### config.mk
export PLATFORM = sky130hd
export DESIGN_NAME = mem_port_arbiter
export DESIGN_NICKNAME = d
export VERILOG_FILES = /design/src/rtl/mem_port_arbiter.sv
export SDC_FILE = /design/constraint.sdc
export NUM_CORES = 1
export LEC_CHECK = 0
export BUFFER_PORTS_ARGS = -buffer_cell sky130_fd_sc_hd__buf_2
export CAP_MARGIN = 30
export CORE_MARGIN = 5
export CORE_UTILIZATION = 50
export DETAILED_ROUTE_END_ITERATION = 10
export PLACE_DENSITY = 0.88
export SYNTH_ARGS = -nofsm -noshare
export SYNTH_HDL_FRONTEND = slang
export SYNTH_SLANG_ARGS = --single-unit
### constraint.sdc
create_clock -name clk -period 3.2 [get_ports clk]
set_input_delay 0.16 -clock clk [delete_from_list [all_inputs] [get_ports clk]]
set_output_delay 0.16 -clock clk [all_outputs]
set_load 0.02 [all_outputs]
### src/rtl/mem_port_arbiter.sv
// mem_port_arbiter
// Serialises the core's instruction-fetch port and load/store port onto a
// single shared memory interface with exactly one transaction in flight.
// Both ports are captured together when either requests. The priority port
// (A) is served first, then the other port (B). The core is frozen through
// stallreq until the last response has been latched.
//
// Ports
//   clk, rst                 clock, synchronous active-low reset
//   inst_sram_en/wen/addr/wdata -> inst_sram_rdata   fetch port
//   data_sram_en/wen/addr/wdata -> data_sram_rdata   load/store port
//   stallreq                 freeze request to the pipeline controller
//   mem_req/wr/wstrb/addr/wdata                      shared request channel
//   mem_addr_ok              request accepted this cycle
//   mem_data_ok, mem_rdata   response valid and read data
//
// DATA_FIRST = 1 makes the data port the priority port; 0 makes the
// instruction port the priority port.
module mem_port_arbiter #(
  parameter int DATA_FIRST = 1
) (
  input  logic        clk,
  input  logic        rst,
  input  logic        inst_sram_en,
  input  logic [3:0]  inst_sram_wen,
  input  logic [31:0] inst_sram_addr,
  input  logic [31:0] inst_sram_wdata,
  output logic [31:0] inst_sram_rdata,
  input  logic        data_sram_en,
  input  logic [3:0]  data_sram_wen,
  input  logic [31:0] data_sram_addr,
  input  logic [31:0] data_sram_wdata,
  output logic [31:0] data_sram_rdata,
  output logic        stallreq,
  output logic        mem_req,
  output logic        mem_wr,
  output logic [3:0]  mem_wstrb,
  output logic [31:0] mem_addr,
  output logic [31:0] mem_wdata,
  input  logic        mem_addr_ok,
  input  logic        mem_data_ok,
  input  logic [31:0] mem_rdata
);

  typedef enum logic [2:0] {IDLE, REQ_A, WAIT_A, REQ_B, WAIT_B, DONE} state_t;

  localparam logic A_IS_DATA = (DATA_FIRST != 0);

  state_t      state_q, state_d;
  logic        a_en_q, a_en_d, b_en_q, b_en_d;
  logic [3:0]  a_wen_q, a_wen_d, b_wen_q, b_wen_d;
  logic [31:0] a_addr_q, a_addr_d, b_addr_q, b_addr_d;
  logic [31:0] a_wdata_q, a_wdata_d, b_wdata_q, b_wdata_d;
  logic [31:0] inst_rdata_q, inst_rdata_d, data_rdata_q, data_rdata_d;

  // Core ports remapped onto priority slots A and B.
  logic        in_a_en, in_b_en;
  logic [3:0]  in_a_wen, in_b_wen;
  logic [31:0] in_a_addr, in_b_addr, in_a_wdata, in_b_wdata;
  logic        any_en;
  logic        sel_b;

  assign in_a_en    = A_IS_DATA ? data_sram_en    : inst_sram_en;
  assign in_a_wen   = A_IS_DATA ? data_sram_wen   : inst_sram_wen;
  assign in_a_addr  = A_IS_DATA ? data_sram_addr  : inst_sram_addr;
  assign in_a_wdata = A_IS_DATA ? data_sram_wdata : inst_sram_wdata;
  assign in_b_en    = A_IS_DATA ? inst_sram_en    : data_sram_en;
  assign in_b_wen   = A_IS_DATA ? inst_sram_wen   : data_sram_wen;
  assign in_b_addr  = A_IS_DATA ? inst_sram_addr  : data_sram_addr;
  assign in_b_wdata = A_IS_DATA ? inst_sram_wdata : data_sram_wdata;
  assign any_en     = inst_sram_en | data_sram_en;

  // The request channel shows slot B only while B is being served; in every
  // other state it shows slot A, which matters only while mem_req is high.
  assign sel_b     = (state_q == REQ_B) || (state_q == WAIT_B);
  assign mem_wr    = sel_b ? (|b_wen_q) : (|a_wen_q);
  assign mem_wstrb = sel_b ? b_wen_q   : a_wen_q;
  assign mem_addr  = sel_b ? b_addr_q  : a_addr_q;
  assign mem_wdata = sel_b ? b_wdata_q : a_wdata_q;

  assign inst_sram_rdata = inst_rdata_q;
  assign data_sram_rdata = data_rdata_q;

  always_comb begin
    state_d      = state_q;
    a_en_d       = a_en_q;
    a_wen_d      = a_wen_q;
    a_addr_d     = a_addr_q;
    a_wdata_d    = a_wdata_q;
    b_en_d       = b_en_q;
    b_wen_d      = b_wen_q;
    b_addr_d     = b_addr_q;
    b_wdata_d    = b_wdata_q;
    inst_rdata_d = inst_rdata_q;
    data_rdata_d = data_rdata_q;
    stallreq     = 1'b0;
    mem_req      = 1'b0;

    case (state_q)
      IDLE: begin
        if (any_en) begin
          stallreq  = 1'b1;
          a_en_d    = in_a_en;
          a_wen_d   = in_a_wen;
          a_addr_d  = in_a_addr;
          a_wdata_d = in_a_wdata;
          b_en_d    = in_b_en;
          b_wen_d   = in_b_wen;
          b_addr_d  = in_b_addr;
          b_wdata_d = in_b_wdata;
          state_d   = in_a_en ? REQ_A : REQ_B;
        end
      end
      REQ_A: begin
        stallreq = 1'b1;
        mem_req  = 1'b1;
        if (mem_addr_ok) state_d = WAIT_A;
      end
      // A response coinciding with mem_addr_ok is seen in REQ and dropped;
      // only responses arriving in a WAIT state are taken.
      WAIT_A: begin
        stallreq = 1'b1;
        if (mem_data_ok) begin
          if (a_wen_q == 4'b0000) begin
            if (A_IS_DATA) data_rdata_d = mem_rdata;
            else           inst_rdata_d = mem_rdata;
          end
          state_d = b_en_q ? REQ_B : DONE;
        end
      end
      REQ_B: begin
        stallreq = 1'b1;
        mem_req  = 1'b1;
        if (mem_addr_ok) state_d = WAIT_B;
      end
      WAIT_B: begin
        stallreq = 1'b1;
        if (mem_data_ok) begin
          if (b_wen_q == 4'b0000) begin
            if (A_IS_DATA) inst_rdata_d = mem_rdata;
            else           data_rdata_d = mem_rdata;
          end
          state_d = DONE;
        end
      end
      // One cycle with the stall released so the core can advance; the core
      // inputs still show the request just served and must not be captured.
      DONE: state_d = IDLE;
      default: state_d = IDLE;
    endcase

    if (!rst) stallreq = 1'b0;
  end

  always_ff @(posedge clk) begin
    if (!rst) begin
      state_q      <= IDLE;
      a_en_q       <= 1'b0;
      a_wen_q      <= 4'b0000;
      a_addr_q     <= 32'h0;
      a_wdata_q    <= 32'h0;
      b_en_q       <= 1'b0;
      b_wen_q      <= 4'b0000;
      b_addr_q     <= 32'h0;
      b_wdata_q    <= 32'h0;
      inst_rdata_q <= 32'h0;
      data_rdata_q <= 32'h0;
    end else begin
      state_q      <= state_d;
      a_en_q       <= a_en_d;
      a_wen_q      <= a_wen_d;
      a_addr_q     <= a_addr_d;
      a_wdata_q    <= a_wdata_d;
      b_en_q       <= b_en_d;
      b_wen_q      <= b_wen_d;
      b_addr_q     <= b_addr_d;
      b_wdata_q    <= b_wdata_d;
      inst_rdata_q <= inst_rdata_d;
      data_rdata_q <= data_rdata_d;
    end
  end

endmodule

== Yosys cells after proc, flatten, opt, wreduce, memory -nomap -nowiden ==
Cells that the tools add are included.

* Multiplexer cells: 16
* Shift-type cells: 0
* Reduce and logical (&&, ||, !) cells: 12
* Multipliers: 0
* Bitwise gates (word level): 1
* Add/subtract/negate cells: 0
* Equal/unequal tests: 9
* Div/mod/pow operators: 0
* $lt $le $gt $ge: 0

{| class="wikitable"
|+ Operators with widths
! cell !! count
|-
| $mux W32 || 2
|-
| $mux W3 || 6
|-
| $pmux W3 S5 || 1
|-
| $reduce_or A4 Y1 || 3
|-
| $ne A2 B2 Y1 const B || 5
|-
| $logic_not A4 Y1 || 2
|-
| $eq A3 B2 Y1 const B || 2
|-
| $reduce_and A3 Y1 || 2
|-
| $reduce_and A5 Y1 || 1
|-
| $mux W1 || 4
|-
| $mux W4 || 1
|-
| $eq A3 B1 Y1 const B || 1
|-
| $eq A3 B3 Y1 const B || 1
|-
| $logic_not A3 Y1 || 1
|-
| $mux W2 || 1
|-
| $pmux W1 S2 || 1
|-
| $reduce_and A2 Y1 || 1
|-
| $reduce_or A2 Y1 || 1
|-
| $logic_or A1 B1 Y1 || 1
|-
| $or A1 B1 Y1 || 1
|}

* Bits in registers: 204
* Output and inout bits: 135
* Latch bits: 0
* Input port bits: 174
* ROM bits: 0
* Memories: 0
* Bits in writable memories: 0

== Depth between registers and ports, before layout ==
* Word-level depth: 4
* Depth in mapped cells: 8
* Gate-level depth less buffers: 4

== Worst setup path after synthesis ==
OpenSTA, ideal clock, no wires.

* Path kind: flip-flop to output port
* From: register state_q[1]
* To: output port mem_wr
* Cell stages (with the launch flop): 8
* Setup slack: 1.353 ns
* Arrival: 1.687 ns
* Required time: 3.040 ns
* Path buffers: 4
* Cells stage by stage: dfxtp_1 buf_2 nor2b_1 a22o_1 buf_6 buf_6 buf_8 mux2i_1

* Longest elaborated chain between the ends: 3
* Elaborated cells on any way between the ends: 4
* Those cells by class: eq/ne (2); mux (1); reduce/logical (1)

{| class="wikitable"
|+ Ends and longest elaborated chain
! item !! line !! RTL
|-
| from (decl) || 49 || <nowiki>state_t state_q, state_d;</nowiki>
|-
| from (signal assigned) || 169 || <nowiki>state_q <= state_d;</nowiki>
|-
| $eq A3 B2 Y1 or $eq A3 B3 Y1 (tied branches) || 75 || <nowiki>assign sel_b = (state_q == REQ_B) || (state_q == WAIT_B);</nowiki>
|-
| $logic_or A1 B1 Y1 (*) || 75 ||
|-
| $mux W1 (*) || 76 || <nowiki>assign mem_wr = sel_b ? (|b_wen_q) : (|a_wen_q);</nowiki>
|-
| to (decl) || 36 || <nowiki>output logic mem_wr,</nowiki>
|}

Every way passes the cells marked *; elsewhere a longest branch is shown, timed or not.

== Worst setup path in the final report ==
* From: register state_q[1]
* To: output port mem_wdata[3]

* Longest elaborated chain between the ends: 3
* Elaborated cells on any way between the ends: 4
* Those cells by class: eq/ne (2); mux (1); reduce/logical (1)

{| class="wikitable"
|+ Ends and longest elaborated chain
! item !! line !! RTL
|-
| $eq A3 B2 Y1 or $eq A3 B3 Y1 (tied branches) || 75 ||
|-
| $logic_or A1 B1 Y1 (*) || 75 ||
|-
| $mux W32 (*) || 79 || <nowiki>assign mem_wdata = sel_b ? b_wdata_q : a_wdata_q;</nowiki>
|-
| to (decl) || 39 || <nowiki>output logic [31:0] mem_wdata,</nowiki>
|}

Marks and branches as above.

==> impl_metrics.toml <==
[status]
outcome = "finished, final reports clean"

[power]
powerDensity_nw_per_um2 = 712
peakVddDrop_mv = 0.544
leakagePower_nw = 5.49

[clocking]
clock_tree.root_cell = "clkbuf_16"
htree_num_levels = 1
worstSkewPairLatency_ns = 0.50
clock-sinks = 204
clock_tree.buffer_depth = 3
tritoncts = "done"
cts_repair_resize_count = 0
cts_made_buffers = 22
path_clk_slew_ns = 0.06
postCtsSetupBuffers = 0

[critical_path]
cp-endpoint = "mem_wdata[3]"
worstSetupStartpointType = "register"
reg2regPathDepth = 5
largest_fanout_on_the_critical_path = 45
endpoint_kind = "primary output"
worst_flop_to_flop_path_endpoint = "a_wdata_q[20]$_SDFFE_PN0P_"
critical_path_arrival_ns = 2.73
critPathTopFamily = "flip-flops"
timing.rr.start = "state_q[2]$_SDFFE_PN0P_"
timing.setup.critical_path_class = "reg2out"
crit_path_max_incr_delay_ns = 0.54
worst_ep_required_time_ns = 3.04
setup.worst_path.start = "state_q[1]$_SDFFE_PN0P_"
critical-path-slowest-cell = "dfxtp_1"
critical_path_depth = 5
critical_path.cell_chain = "nor2b_1 > a22o_4 > buf_12 > mux2_2 > buf_2"
critical_path_buf_inv_count = 2
rrSetupSlack_ns = 1.08

[routing]
via_per_inst = 5.31
drt.antenna.violating_nets = 0
dr_total_vias = 8852
first_iter_violations = 506
wl_per_cell_um = 18.3
drt_first_pass_iters = 5
total_routed_wirelength_um = 30400
post-route-drc-count = 0

[die]
io_pins = 309
floorplan.die.width_um = 141
fp.dieArea_um2 = 19800
chipHeight_um = 141
coreArea_um2 = 16600
placement_rows = 47
initial_core_util_pct = 51.2

[timing]
worst_clock_skew_ns = 0.0184
slew_hr_pct = 56.4
setup_tns_ns = 0
max_clock_freq_ghz = 0.347
finalMaxSlewViolations = 0
setup_slack_ns = 0.315
period_needed_ns = 2.89
finalCritPeriodShare_pct = 90.2
grt_setup_unrepaired = "false"
timing.final.hold_violations = 0
setup_viol = 0
tightest_slew_ns = 0.653

[synth]
postSynthCellCount = 989
yosysTopAreaCellShare_pct = 47.9
synth_common_cells = "406 x nand2_1, 204 x dfxtp_1, 184 x a21boi_0, 59 x mux2_2, 43 x clkbuf_1"
synthMostInstantiatedCell = "nand2_1"
synth_async_sr_flop_share_pct = 0
synth.cell_area_um2 = 8530
yosysWarningCount = 0
post-synth-top-area-cell = "dfxtp_1"
combinational_family_with_the_most_area_after_synthesis = "simple AND/OR/NAND/NOR gates"
synth_compound_gate_area_share_pct = 18.6
postSynthRegisterBits = 204
post_synth_xor_area_fraction_pct = 0
synth_mux_area_share_pct = 9.61
synth_area_per_cell_um2 = 8.62
sequential_share_of_the_synthesized_area_pct = 47.9
synth_edf_count = 0
synthTopCellsByArea = "dfxtp_1 48%, nand2_1 18%, a21boi_0 16%, mux2_2 7.8%, clkbuf_1 1.9%"
ys_dominant_reg_cell = "dfxtp_1"
yosysUniqueCellTypes = 29
synth-adder-area-share_pct = 0
postSynthNetCount = 1163
synth-simple-area-share_pct = 19.4

[placed_design]
dp.cells = 1449
place.port_buffers = 308
dp.final_hpwl_um = 16700
placement.setup.worst_slack_ns = 0.927
place.gp.congestion = 0.878

[global_routing]
grt_start_max_net_pins = 146
grt_antenna_before_repair = 6
met2_usage_pct = 53.4
via_count_of_the_first_global_routing_pass = 9270
grt-ovfl-total = 0
grt.busiest_layer = "met2"
grtUsageTotal_pct = 29.6
global_route.usage.met1_pct = 30.7
grt_pass1_wl_um = 47900
grt_use_met3_pct = 7.21

[layout]
final_layout_size_suffix_gt1_share_pct = 29.7
final_nets = 1595
area_delta_synth_final_pct = 47.2
final_cells = 1666

[run]
max_cap_violations = 0

[min_path]
hp-class = "in2reg"
-- repair_timing --
action / 4_1_cts / 5_1_grt
hold endpoints to repair: 200 / 0
hold buffers: 168 / 0
endpoints found under the setup margin: 0 / 0
-- flip-flops by register name, indices dropped and copies added, names as in the netlist --
register and count:
inst_sram_rdata 32, b_addr_q 32, b_wen_q 4, state_q 3
a_addr_q 32, a_wen_q 4, b_wdata_q 32, b_en_q 1
a_wdata_q 32, data_sram_rdata 32
-- kinds of logic after synthesis --
logic type | after synthesis
simple gates | 426
compound gates | 212
flops | 204
buf+inv | 77
mux | 70
-- per-layer routing --
layer,up-vias,part of all wire (%)
li1,4108,-
met1,4103,34
met2,476,51
met3,163,7.8
met4,2,6.5
met5,-,0.036
-- cell usage in the layout, fill, tap and decap left out, types with 2 or more instances in the layout --
cell           synthesis  final
nor4_1                 2      2
o21ai_0                2      2
clkinv_2               0      5
diode_2                0      9
mux2i_1                2      2
clkbuf_8               0      7
nor3_1                 3      3
clkbuf_1              43      3
nor2_1                 3      3
a21boi_1              16     16
a22oi_1                2      2
dfxtp_1              204    204
mux2_4                 9      9
mux2_2                59     59
clkbuf_16              0     23
nand4_1                2      2
a21oi_1                4      4
buf_4                 11      5
nand2_1              406    406
nor2b_1                4      3
dlygate4sd3_1          0    168
buf_12                 0      4
a21boi_0             184    184
and4_1                 2      2
buf_2                 18    307
-- how the worst min path moves through the flow --
stage / slack, ns / endpoint / from / depth (start not counted)
finish: 0.05 / b_en_q$_SDFFE_PN0P_ / inst_sram_en / 3
global placement: 0.40 / b_addr_q[2]$_SDFFE_PN0P_ / inst_sram_addr[2] / 3
detailed placement: 0.41 / b_addr_q[0]$_SDFFE_PN0P_ / inst_sram_addr[0] / 3
CTS: 0.03 / b_en_q$_SDFFE_PN0P_ / inst_sram_en / 3
global route: 0.07 / b_en_q$_SDFFE_PN0P_ / inst_sram_en / 3
floorplan: 0.29 / b_addr_q[0]$_SDFFE_PN0P_ / inst_sram_addr[0] / 2
-- final cells by class --
class | count | area [um^2]
Clock buffer | 33 | 683
Clock inverter | 7 | 63.8
Sequential cell | 204 | 4080
Inverter | 1 | 3.75
Antenna cell | 9 | 22.5
Fill cell | 1003 | 4090
Tap cell | 220 | 275
Timing Repair Buffer | 484 | 3340
Multi-Input combinational cell | 708 | 4080
-- worst reg2reg max path, delay by kind of cell (launching register included) --
family                 cells  cell delay (ns)
buffers and inverters      1             0.38
AO/OA/AOI/OAI              1             0.31
flip-flops                 1             0.43
AND/OR/NAND/NOR            3             0.89
-- stage by stage --
step	area [um^2]	total power [mW]	utilization [%]	hold slack (ns)
final	12500	8.93	75.4	0.0500
after global routing	12500	9.35	75.4	0.0670
after CTS	12500	8.81	75.3	0.0325
after detailed placement	10100	6.07	60.7	0.412
after global placement	10100	5.99	60.7	0.403
after floorplan	8530	5.31	-	0.295
-- power by group --
group	switching [mW]	internal, mW	total, mW	leakage, nW
combinational	1.86	1.17	3.03	3.45
sequential	0.313	2.99	3.30	1.67
clock	1.04	1.56	2.60	0.376
total	3.22	5.71	8.93	5.49
(Power assumes the default switching activity.)
